**src/rtl/bitcrush_decimate.sv**
```systemverilog
// Multi-channel bit crusher with CV-controlled depth, sample-and-hold decimation
// and truncate/round quantisation; channels are processed serially after each strobe.
module bitcrush_decimate #(
  parameter int W           = 16,
  parameter int N_CH        = 3,
  parameter int MIN_BITS    = 2,
  parameter int DEPTH_SHIFT = 10,
  parameter int HOLD_W      = 6,
  parameter int RATE_SHIFT  = 8
) (
  input  logic              clk,
  input  logic              rst,
  input  logic              strobe_in,
  input  logic [W-1:0]      cv_depth,
  input  logic [W-1:0]      cv_rate,
  input  logic [1:0]        mode,
  input  logic [N_CH*W-1:0] sample_in,
  output logic [N_CH*W-1:0] sample_out,
  output logic              strobe_out,
  output logic              overrun
);

  localparam int BITS_W = $clog2(W + 1);
  localparam int IDX_W  = (N_CH > 1) ? $clog2(N_CH) : 1;
  localparam logic [HOLD_W-1:0] HOLD_MAX = '1;
  localparam logic [W:0]   MAX_POS   = (W+1)'((1 << (W - 1)) - 1);
  localparam logic [W-1:0] MAX_POS_W = MAX_POS[W-1:0];

  // Handshake: strobe_in is a one-clk valid with no ready; it is accepted only
  // in IDLE, otherwise dropped and flagged on overrun. strobe_out is a one-clk
  // valid qualifying the whole sample_out word.
  typedef enum logic [1:0] {IDLE, PROC, DONE} state_t;

  state_t              state, state_nxt;
  logic [IDX_W-1:0]    idx;
  logic [HOLD_W-1:0]   cnt;
  logic [N_CH*W-1:0]   cap_samples;
  logic [BITS_W-1:0]   cap_bits;
  logic [1:0]          cap_mode;

  logic [W-1:0]        cvd_pos, cvr_pos, cvr_shift;
  logic [W:0]          bits_sum;
  logic [BITS_W-1:0]   bits_new;
  logic [HOLD_W-1:0]   hold_new;

  always_comb begin
    cvd_pos   = cv_depth[W-1] ? '0 : cv_depth;
    cvr_pos   = cv_rate[W-1] ? '0 : cv_rate;
    bits_sum  = {1'b0, cvd_pos >> DEPTH_SHIFT} + (W+1)'(MIN_BITS);
    bits_new  = (bits_sum > (W+1)'(W)) ? BITS_W'(W) : BITS_W'(bits_sum);
    cvr_shift = cvr_pos >> RATE_SHIFT;
    hold_new  = (cvr_shift > W'(HOLD_MAX)) ? HOLD_MAX : HOLD_W'(cvr_shift);
  end

  logic [W-1:0] x_sel, mask, half, y;
  logic [W:0]   s;

  // Quantiser for the channel currently selected by idx.
  always_comb begin
    x_sel = cap_samples[idx*W +: W];
    mask  = {W{1'b1}} << (W - cap_bits);
    half  = '0;
    if (cap_bits < BITS_W'(W)) half = W'(1) << (W - 1 - cap_bits);
    s = {x_sel[W-1], x_sel} + {1'b0, half};
    y = x_sel;
    if (cap_mode == 2'b00) begin
      y = x_sel & mask;
    end else if (cap_mode == 2'b01 && cap_bits < BITS_W'(W)) begin
      if ($signed(s) > $signed(MAX_POS)) y = MAX_POS_W & mask;
      else                               y = s[W-1:0] & mask;
    end
  end

  always_comb begin
    state_nxt = state;
    case (state)
      IDLE:    if (strobe_in) state_nxt = PROC;
      PROC:    if (idx == IDX_W'(N_CH - 1)) state_nxt = DONE;
      DONE:    state_nxt = IDLE;
      default: state_nxt = IDLE;
    endcase
  end

  assign strobe_out = (state == DONE);

  always_ff @(posedge clk) begin
    if (rst) begin
      state       <= IDLE;
      idx         <= '0;
      cnt         <= '0;
      cap_samples <= '0;
      cap_bits    <= BITS_W'(MIN_BITS);
      cap_mode    <= '0;
      sample_out  <= '0;
      overrun     <= 1'b0;
    end else begin
      state <= state_nxt;
      if (strobe_in && state != IDLE) overrun <= 1'b1;
      if (state == IDLE && strobe_in) begin
        idx <= '0;
        // A held frame re-runs the old capture, so sample_out is rewritten unchanged.
        if (cnt == '0) begin
          cap_samples <= sample_in;
          cap_bits    <= bits_new;
          cap_mode    <= mode;
          cnt         <= hold_new;
        end else begin
          cnt <= cnt - 1'b1;
        end
      end
      if (state == PROC) begin
        sample_out[idx*W +: W] <= y;
        idx                    <= idx + 1'b1;
      end
    end
  end

endmodule

```
**config.mk**
```make
export PLATFORM = sky130hd
export DESIGN_NAME = bitcrush_decimate
export DESIGN_NICKNAME = d
export VERILOG_FILES = /design/src/rtl/bitcrush_decimate.sv
export SDC_FILE = /design/constraint.sdc
export NUM_CORES = 1
export LEC_CHECK = 0
export CORE_MARGIN = 3
export CORE_UTILIZATION = 33
export CTS_CLUSTER_SIZE = 12
export DETAILED_ROUTE_END_ITERATION = 8
export PLACE_DENSITY_LB_ADDON = 0.05
export SYNTH_ARGS = -nofsm -noshare
export SYNTH_HDL_FRONTEND = slang
export SYNTH_SLANG_ARGS = --single-unit
```
**constraint.sdc**
```tcl
create_clock -name clk -period 4.2 [get_ports clk]
set_input_delay 0.63 -clock clk [delete_from_list [all_inputs] [get_ports clk]]
set_output_delay 0.63 -clock clk [all_outputs]
set_load 0.03 [all_outputs]
```
==> key figures <==
Detailed routing
  • Vias per cell: 5.233
  • Initial drt markers: 381
  • DRC violations left: 0
  • Final antenna-violating net count: 0
  • Routed wire length: 21430 µm
  • Drt pass-1 iters: 5
  • Routed length per placed instance: 17.38 µm
  • Vias after detailed routing: 6452

Critical path
  • Worst r2r dst: sample_out[4]
  • Req. time, crit path: 4.56 ns
  • FF-to-FF path depth: 22
  • Kind of critical path: reg2reg
  • Crit-path max FO: 6
  • Critical path launch point type: register
  • Critical Path AT: 4.49 ns
  • Reg2reg start: cap_bits[1]
  • R2R Setup Slk: 0.07 ns
  • Critical path endpoint category: register

Pwr
  • Maximum vdd drop: 0.2908 mV
  • Power per Cell Area: 398.0 nW/µm²
  • P_leak: 3.489 nW

Timing
  • Final count of hold timing violations: 0
  • Setup TNS: 0 ns
  • Endpoints failing setup: 0
  • Fin. max-slew vios: 0
  • Final worst-path cycle share: 0.9832
  • Tightest Pin Transition: 0.9520 ns
  • Fin Hold WS: 0.4511 ns
  • Fin crit period: 4.129 ns
  • Relative slew slack: 0.3595
  • Fmax: 242.2 MHz
  • Clk_skew: 0.01140 ns
  • RSZ-0062 raised after global routing: yes

Synthesis
  • Count leader, synth: nand2_1
  • EDFF count, synth: 0
  • Area leader, netlist: dfxtp_1
  • Synthesized flop and latch total: 114
  • Commonest cells post-synth: nand2_1, dfxtp_1, a21oi_1
  • Largest cells by area after synthesis: dfxtp_1, nand2_1, a21oi_1
  • Synth top area share: 0.3606
  • Synth unique cells: 71
  • Async SR Flop Fraction: 0
  • Yosys Warn Count: 0
  • Post-Syn Area per Cell: 7.852 µm²
  • Synth Flop Type: dfxtp_1
  • Sequential share of the synthesized area: 0.3606
  • Syn Inst Count: 806
  • Mapped Nets: 917
  • Netlist Area Pre-Place: 6329 µm²

Outcome
  • Status: completed

CTS
  • Number of CTS-inserted buffers: 17
  • Clk_lat worst skew: 0.42 ns
  • Clock buffer depth: 2
  • CTS tree: yes
  • Clk sink count: 114
  • Clock root cell: clkbuf_16
  • H-tree depth: 4
  • Clk slew on worst S/H paths: 0.06 ns
  • Hold buffer count at CTS: 0

Job
  • Max-Cap Viols: 0

Finish
  • Antenna diode count: 0
  • Proportion of layout cells with a drive suffix above 1: 0.2012
  • Final net count: 1097
  • Area Overhead vs Synth: 46.42%

Min path
  • Hold worst-path end: sample_out[17]
  • HP Class: reg2reg
  • Hold depth: 2
  • Hold Crit Start: sample_out[17]

Global routing
  • Gr usage total: 0.2065
  • Number of global-route vias before repair: 6463
  • Largest net degree at the start of global routing: 58
  • Initial antenna violation count: 0
  • Overflow after GRT: 0
  • First-pass GRT wire length: 33840 µm

Die
  • Num rows: 50
  • Initial core utilization: 0.3372
  • Chip width: 144.5 µm
  • Die Ht: 144.5 µm
  • Core area: 18770 µm²
  • Die area: 20870 µm²
  • Boundary Pins: 135

Place
  • Detail Placement HPWL: 15850 µm
  • GPL Wtd Cong: 0.8843
  • Port bufs: 116
## cell type report
cell class                      count  area [µm²]
Fill cell                        1800        9502
Clock inverter                     15       162.7
Timing Repair Buffer              204        1867
Tap cell                          234       292.8
Multi-Input combinational cell    632        4170
Clock buffer                       17       425.4
Inverter                           17       63.81
Sequential cell                   114        2285
## per-layer routing
layer / vias to the layer above / wire length (µm) / share of wire / GRT usage
met2: 164 / 10450 / 0.49 / 0.3419
li1: 3229 / - / - / -
met3: 22 / 904 / 0.042 / 0.04365
met4: 0 / 353 / 0.016 / 0.06627
met1: 3037 / 9716 / 0.45 / 0.2691
met5: - / 0 / 0 / 0
## sequential cells by signal, summed over array words and instances, names as in the netlist
register     flops
cap_bits         5
cap_mode         2
cap_samples     48
cnt              6
idx              2
overrun          1
sample_out      48
state            2
## report_power, final
group	total [mW]	switching, mW	leakage (nW)	internal, mW
registers	1.20	0.0528	0.924	1.15
clock network	1.47	0.619	0.286	0.846
logic	1.02	0.583	2.28	0.438
## worst max-delay path, stage by stage, from the launching register on
cell,delay [ns]
dfxtp_2,0.33
inv_2,0.05
ha_4,0.15
or3b_4,0.23
inv_2,0.04
ha_4,0.16
buf_6,0.11
a21o_1,0.18
or3_4,0.41
buf_6,0.15
nor2_4,0.11
ha_4,0.23
a21oi_2,0.14
o21ai_2,0.11
o211a_4,0.28
o311a_4,0.33
nor2_4,0.12
buf_12,0.13
buf_4,0.11
a21oi_2,0.06
o41ai_2,0.33
buf_4,0.20
a22o_1,0.11
## worst max-delay path by stage
stage	startpoint	endpoint	slack (ns)	depth (start not counted)
finish	cap_bits[1]	sample_out[4]	0.07	22
global route	cap_bits[1]	sample_out[38]	-0.07	22
CTS	cap_bits[1]	sample_out[38]	0.009	22
detailed placement	cap_bits[0]	sample_out[4]	-0.28	20
global placement	cap_bits[0]	sample_out[5]	-0.25	20
floorplan	cap_bits[0]	sample_out[22]	0.03	19
## layout by cell type (no fill, tap or decap), types with 9 or more instances in the layout
master           synthesis  final
clkdlybuf4s50_1          0    115
ha_1                    25     16
ha_4                     0      9
o21ai_0                 53     52
a22o_1                  31     31
inv_1                   17     14
a21o_1                   9      9
o21a_1                  10     10
nor3_1                  25     23
clkbuf_16                0     17
a21oi_1                 85     78
buf_4                    1     77
a21oi_2                  5     10
nand2_1                174    174
nor2_1                  51     41
mux2i_1                 18     17
dfxtp_1                114    112
nor2b_1                  9      9
buf_6                    1     10
nand2b_1                 9      9
## per-stage QoR
| stage | setup slack [ns] | total power, mW | area, µm² | utilization | instances |
|---|---|---|---|---|---|
| 6_report | 0.07056 | 3.688 | 9266 | 0.4937 | 1233 |
| 5_1_grt | -0.06723 | 3.867 | 9266 | 0.4937 | 1233 |
| 4_1_cts | 0.009401 | 3.621 | 8970 | 0.4779 | 1226 |
| 3_5_place_dp | -0.2791 | 2.102 | 8100 | 0.4316 | 1179 |
| 3_3_place_gp | -0.2549 | 2.090 | 8100 | 0.4316 | 1179 |
| 2_1_floorplan | 0.02716 | 1.781 | 6340 | - | 806 |
## repair_timing
item                       4_1_cts  5_1_grt
pin swaps                       24       41
setup endpoints to repair       45       48
setup buffers                   15       11
resized for setup               31       49
## cells by family after synthesis
group,count (synthesis),synth area share
AOI/OAI and AO/OA,258,0.2760
adders and majority gates,26,0.05259
DFF,114,0.3606
muxes,18,0.02847
buffers and inverters,60,0.04033
and+or+nand+nor,315,0.2212
xor gates and xnor gates,15,0.02076
Power figures use the tool's default switching activity.
